## src/rtl/mem_arb.sv

```systemverilog
// mem_arb: two-port memory arbiter and access sequencer for the Simple CPU v1.
// Shares one memory bus between the CPU port and an external (loader/debug DMA)
// port, holds mem_en for WAIT_CYC cycles per access and returns read data with
// a one-cycle ack pulse.
//
// Build option:
//   MEM_ARB_RR_EN  defined   -> round-robin arbitration on simultaneous requests
//                  undefined -> fixed priority, the CPU always wins a tie
//
// WAIT_CYC must be within 1..15 (the wait counter is 4 bits wide).
module mem_arb #(
  parameter int AW       = 8,
  parameter int DW       = 8,
  parameter int WAIT_CYC = 2
) (
  input  logic          clk,
  input  logic          rst_n,
  // CPU port
  input  logic          cpu_req,
  input  logic          cpu_rw,
  input  logic [AW-1:0] cpu_adrs,
  input  logic [DW-1:0] cpu_wdata,
  output logic          cpu_gnt,
  output logic          cpu_ack,
  output logic [DW-1:0] cpu_rdata,
  // external port
  input  logic          ext_req,
  input  logic          ext_rw,
  input  logic [AW-1:0] ext_adrs,
  input  logic [DW-1:0] ext_wdata,
  output logic          ext_gnt,
  output logic          ext_ack,
  output logic [DW-1:0] ext_rdata,
  // memory side
  output logic          mem_en,
  output logic          mem_rw,
  output logic [AW-1:0] mem_adrs,
  output logic [DW-1:0] mem_wdata,
  input  logic [DW-1:0] mem_rdata,
  output logic          busy
);

  typedef enum logic [1:0] {
    IDLE   = 2'd0,
    ACCESS = 2'd1,
    DONE   = 2'd2
  } state_t;

  // Counter preload: the first ACCESS cycle counts as one of the WAIT_CYC.
  localparam logic [3:0] CNT_INIT = 4'(WAIT_CYC - 1);

  state_t     state;
  logic [3:0] cnt;
  logic       win_ext;   // 1 = external port owns the current access
  logic       any_req;
  logic       pick_ext;  // arbitration result, only meaningful in IDLE
  logic       last_cnt;  // final cycle of the ACCESS phase

  assign any_req  = cpu_req | ext_req;
  assign last_cnt = (state == ACCESS) && (cnt == 4'd0);

`ifdef MEM_ARB_RR_EN
  // 1 = the external port received the most recent grant.
  logic last_ext;

  // Round-robin choice: a lone requester wins, a tie goes to the port not granted last.
  always_comb begin
    pick_ext = 1'b0;
    if (ext_req && (!cpu_req || !last_ext))
      pick_ext = 1'b1;
  end

  // Pointer tracks the last granted port; reset favours the CPU on the first tie.
  always_ff @(posedge clk or negedge rst_n) begin
    if (!rst_n)
      last_ext <= 1'b1;
    else if (state == IDLE && any_req)
      last_ext <= pick_ext;
  end
`else
  // Fixed priority: the external port only wins when the CPU is not requesting.
  always_comb begin
    pick_ext = 1'b0;
    if (ext_req && !cpu_req)
      pick_ext = 1'b1;
  end
`endif

  // Access sequencer: IDLE decision, timed ACCESS window, one-cycle DONE ack.
  always_ff @(posedge clk or negedge rst_n) begin
    if (!rst_n) begin
      state     <= IDLE;
      cnt       <= 4'd0;
      win_ext   <= 1'b0;
      mem_en    <= 1'b0;
      mem_rw    <= 1'b0;
      mem_adrs  <= '0;
      mem_wdata <= '0;
      cpu_gnt   <= 1'b0;
      ext_gnt   <= 1'b0;
      cpu_ack   <= 1'b0;
      ext_ack   <= 1'b0;
      busy      <= 1'b0;
    end else begin
      case (state)
        IDLE: begin
          cpu_ack <= 1'b0;
          ext_ack <= 1'b0;
          if (any_req) begin
            win_ext   <= pick_ext;
            mem_rw    <= pick_ext ? ext_rw    : cpu_rw;
            mem_adrs  <= pick_ext ? ext_adrs  : cpu_adrs;
            mem_wdata <= pick_ext ? ext_wdata : cpu_wdata;
            cnt       <= CNT_INIT;
            mem_en    <= 1'b1;
            busy      <= 1'b1;
            cpu_gnt   <= !pick_ext;
            ext_gnt   <= pick_ext;
            state     <= ACCESS;
          end
        end

        ACCESS: begin
          // The grant is a pulse covering only the first ACCESS cycle.
          cpu_gnt <= 1'b0;
          ext_gnt <= 1'b0;
          if (cnt == 4'd0) begin
            mem_en  <= 1'b0;
            cpu_ack <= !win_ext;
            ext_ack <= win_ext;
            state   <= DONE;
          end else begin
            cnt <= cnt - 4'd1;
          end
        end

        DONE: begin
          // One IDLE cycle always follows, so requesters can drop req after ack.
          cpu_ack <= 1'b0;
          ext_ack <= 1'b0;
          busy    <= 1'b0;
          state   <= IDLE;
        end

        default: begin
          mem_en  <= 1'b0;
          cpu_gnt <= 1'b0;
          ext_gnt <= 1'b0;
          cpu_ack <= 1'b0;
          ext_ack <= 1'b0;
          busy    <= 1'b0;
          state   <= IDLE;
        end
      endcase
    end
  end

  // Read data capture on the last mem_en cycle; writes leave rdata untouched.
  always_ff @(posedge clk or negedge rst_n) begin
    if (!rst_n) begin
      cpu_rdata <= '0;
      ext_rdata <= '0;
    end else if (last_cnt && !mem_rw) begin
      if (win_ext)
        ext_rdata <= mem_rdata;
      else
        cpu_rdata <= mem_rdata;
    end
  end

endmodule

```

## config.mk

```make
export PLATFORM = sky130hd
export DESIGN_NAME = mem_arb
export DESIGN_NICKNAME = d
export VERILOG_FILES = /design/src/rtl/mem_arb.sv
export SDC_FILE = /design/constraint.sdc
export NUM_CORES = 1
export LEC_CHECK = 0
export BUFFER_PORTS_ARGS = -buffer_cell sky130_fd_sc_hd__buf_2
export CELL_PAD_IN_SITES_DETAIL_PLACEMENT = 1
export CELL_PAD_IN_SITES_GLOBAL_PLACEMENT = 1
export CORE_MARGIN = 8
export CORE_UTILIZATION = 40
export DETAILED_ROUTE_END_ITERATION = 8
export HOLD_SLACK_MARGIN = 0.06
export PLACE_DENSITY = 0.94
export SKIP_LAST_GASP = 1
export SLEW_MARGIN = 20
export SYNTH_ARGS = -nofsm -noshare
export SYNTH_HDL_FRONTEND = slang
export SYNTH_SLANG_ARGS = --single-unit
```

## constraint.sdc

```tcl
create_clock -name clk -period 2.5 [get_ports clk]
set_input_delay 0.25 -clock clk [delete_from_list [all_inputs] [get_ports clk]]
set_output_delay 0.25 -clock clk [all_outputs]
set_load 0.05 [all_outputs]
```

==> metrics.txt <==
worst clock skew 0.004878 ns; critical path launch point type register; # nets final 285; CTS-repair resized insts 0; worst rel slew slack 61.46%; CP Class reg -> reg; worst r2r dst ext_rdata[2]; Fin Hold WS 0.1870 ns; Tightest Pin Transition 0.5780 ns; Gate power share 55.2%; Initial Util 40.93%; routed wire length 5247 um; share of Yosys cell area claimed by the top area cell type 55.42%; mapped cell area 2077 um^2; Reg2Reg Setup Slack 0.52 ns; sequential share of power 31.8%; Lkg Pwr 0.001292 uW; synthesized area per cell 14.13 um^2; drt first pass iters 2; switch share 50.27%; Clk Tree Root Cell clkbuf_8; Die W 88.06 um; final setup fails 0; ANT cells 0; Max Slew Vio Count 0; switching pwr 2134 uW; Core Area 5075 um^2; RSZ-0062 raised after global routing no; Chip Height 88.06 um; Top FF cell, synth dfrtp_1; EDFF count, synth 0; global placer's final weighted congestion 0.7885; dpl cells 299; P_int 2111 uW; worst r2r path cells 5; async set-reset flop share out of synthesis 100.0%; CTS tree built; GRT met3 Usage 5.816%; routed length per instance 17.04 um; Hold Crit Start cpu_req; Yosys cell types 26; # rows 26; final cell count without fillers 308; Worst Setup End Kind register; Syn Nets 195; die area 7755 um^2; gr busiest metal met2; post-synthesis to final-layout area growth 29.82%; met2 Track Usage GR 25.92%; R2R Path Start cnt[0]; Fin. Hold Viols 0; setup bufs post-CTS 0; Filler Cell Count 570; CTS clk-pin slew, worst paths 0.09 ns; Tmin final 1.982 ns; clock latency on the worst-skew pair 0.29 ns; first-pass GRT wire length 8694 um; DRT antenna net count 0; clk buf depth 2; #FFs+latches synth 46; Hold Path End win_ext; Max Freq 504.5 MHz; total of max-cap violations 0; hold depth 2; via count 1516; crit path max fanout 8; cts hold-fix bufs 0; Pwr Total 4244 uW; register area share after synthesis 55.42%; DRC Markers 0; clock network power share 13.0%; Final Cycle Share 79.29%; Ys Warns 0; io pins 85; Global Route met1 Usage 15.52%; layout cell share with drive strength beyond 1 62.61%; global route total overflow 0; VDD IR max 0.0007543 V; status finished clean; number of global-route vias before repair 1734; area leader, netlist dfrtp_1; total CTS buffers 5; vias per cell 4.922; IO buf count 84; Num Clock Sinks 46; pin count of the biggest net entering global routing 47; First DRT Iteration DRCs 74; total track usage 14.60%; initial antenna violation count 0; CP required 2.68 ns; TNS Setup 0 ns; Worst Path Arrival 2.17 ns; PD cells 1574 nW/um^2; Min-Delay Path Class in -> reg; CTS H-tree lvls 2; Synth Instances 147; top post-synthesis cells by area dfrtp_1 (55%), mux2_2 (27%), nor2_1 (1.3%)
==> area by class of cell <==
cell class | count | area, um^2 | share of cell area, %
well taps | 70 | 87.58 | 3.248
multi-input cells | 92 | 873.3 | 32.39
clock buffers | 5 | 68.82 | 2.552
inverters | 4 | 15.01 | 0.5568
clock inverters | 3 | 45.04 | 1.671
repair buffers | 88 | 455.4 | 16.89
flip-flops and latches | 46 | 1151 | 42.69
==> Yosys cell counts, types with 2 or more instances <==
cell type,n
o21a_1,2
nand2b_1,3
buf_6,2
nor2b_1,3
dfrtp_1,46
ha_1,2
nor2_1,7
o31ai_1,2
nor3_1,3
mux2_2,50
mux2i_1,2
a21oi_1,5
inv_1,4
nand2_1,2
buf_2,3
==> per-stage QoR <==
stage | setup WS, ns | area [um^2] | utilization [%]
floorplan | 0.8061 | 2077 | -
global placement | 0.7107 | 2570 | 50.64
detailed placement | 0.5148 | 2570 | 50.64
CTS | 0.5233 | 2684 | 52.88
global route | 0.3751 | 2696 | 53.13
finish | 0.5178 | 2696 | 53.13
==> logic make-up after synthesis <==
| group | synth area share, % |
|---|---|
| flops | 55.42 |
| buf+inv | 2.530 |
| compound gates | 4.939 |
| fa+ha+maj | 1.205 |
| mux | 28.07 |
| simple gates | 7.832 |
==> routing by layer <==
layer  up-vias  routed length [um]
met4         0                  51
met1       760                1926
li1        704                   -
met2        45                2891
met3         7                 378
met5         -                   0
==> flip-flops by register name (all words and copies together) (netlist names), 2 cells and up <==
signal     count
mem_adrs       8
ext_rdata      8
mem_wdata      8
cpu_rdata      8
state          2
cnt            4
==> layout by cell type (no fill, tap or decap), types with 3 or more instances in the layout <==
master    Yosys  routed
a21oi_1       5       5
buf_2         3      83
buf_4         0       4
clkbuf_8      0       5
dfrtp_1      46      46
inv_1         4       4
mux2_2       50      50
nand2b_1      3       3
nor2_1        7       7
nor2b_1       3       3
nor3_1        3       3
==> power groups by stage <==
stage               logic [uW]  registers [uW]  clock network [uW]
detailed placement        2380            1360                   0
global placement          2300            1340                   0
global route              2480            1400                 601
floorplan                  723            2410                   0
finish                    2340            1350                 552
CTS                       2380            1350                 571
==> critical path: stages (launching register included) <==
cell      delay (ns)
dfrtp_1         0.43
inv_1           0.12
ha_1            0.21
nor3b_4         0.48
nand4b_4        0.27
mux2_2          0.35
==> worst max path at each step <==
| stage | slack [ns] | startpoint | depth (start not counted) | end |
|---|---|---|---|---|
| floorplan | 0.81 | cnt[0] | 5 | ext_rdata[0] |
| global placement | 0.71 | cnt[0] | 5 | ext_rdata[7] |
| detailed placement | 0.51 | cnt[0] | 5 | ext_rdata[2] |
| CTS | 0.52 | cnt[0] | 5 | ext_rdata[2] |
| global route | 0.38 | cnt[0] | 5 | ext_rdata[6] |
| finish | 0.52 | cnt[0] | 5 | ext_rdata[2] |
(Power assumes the default switching activity.)
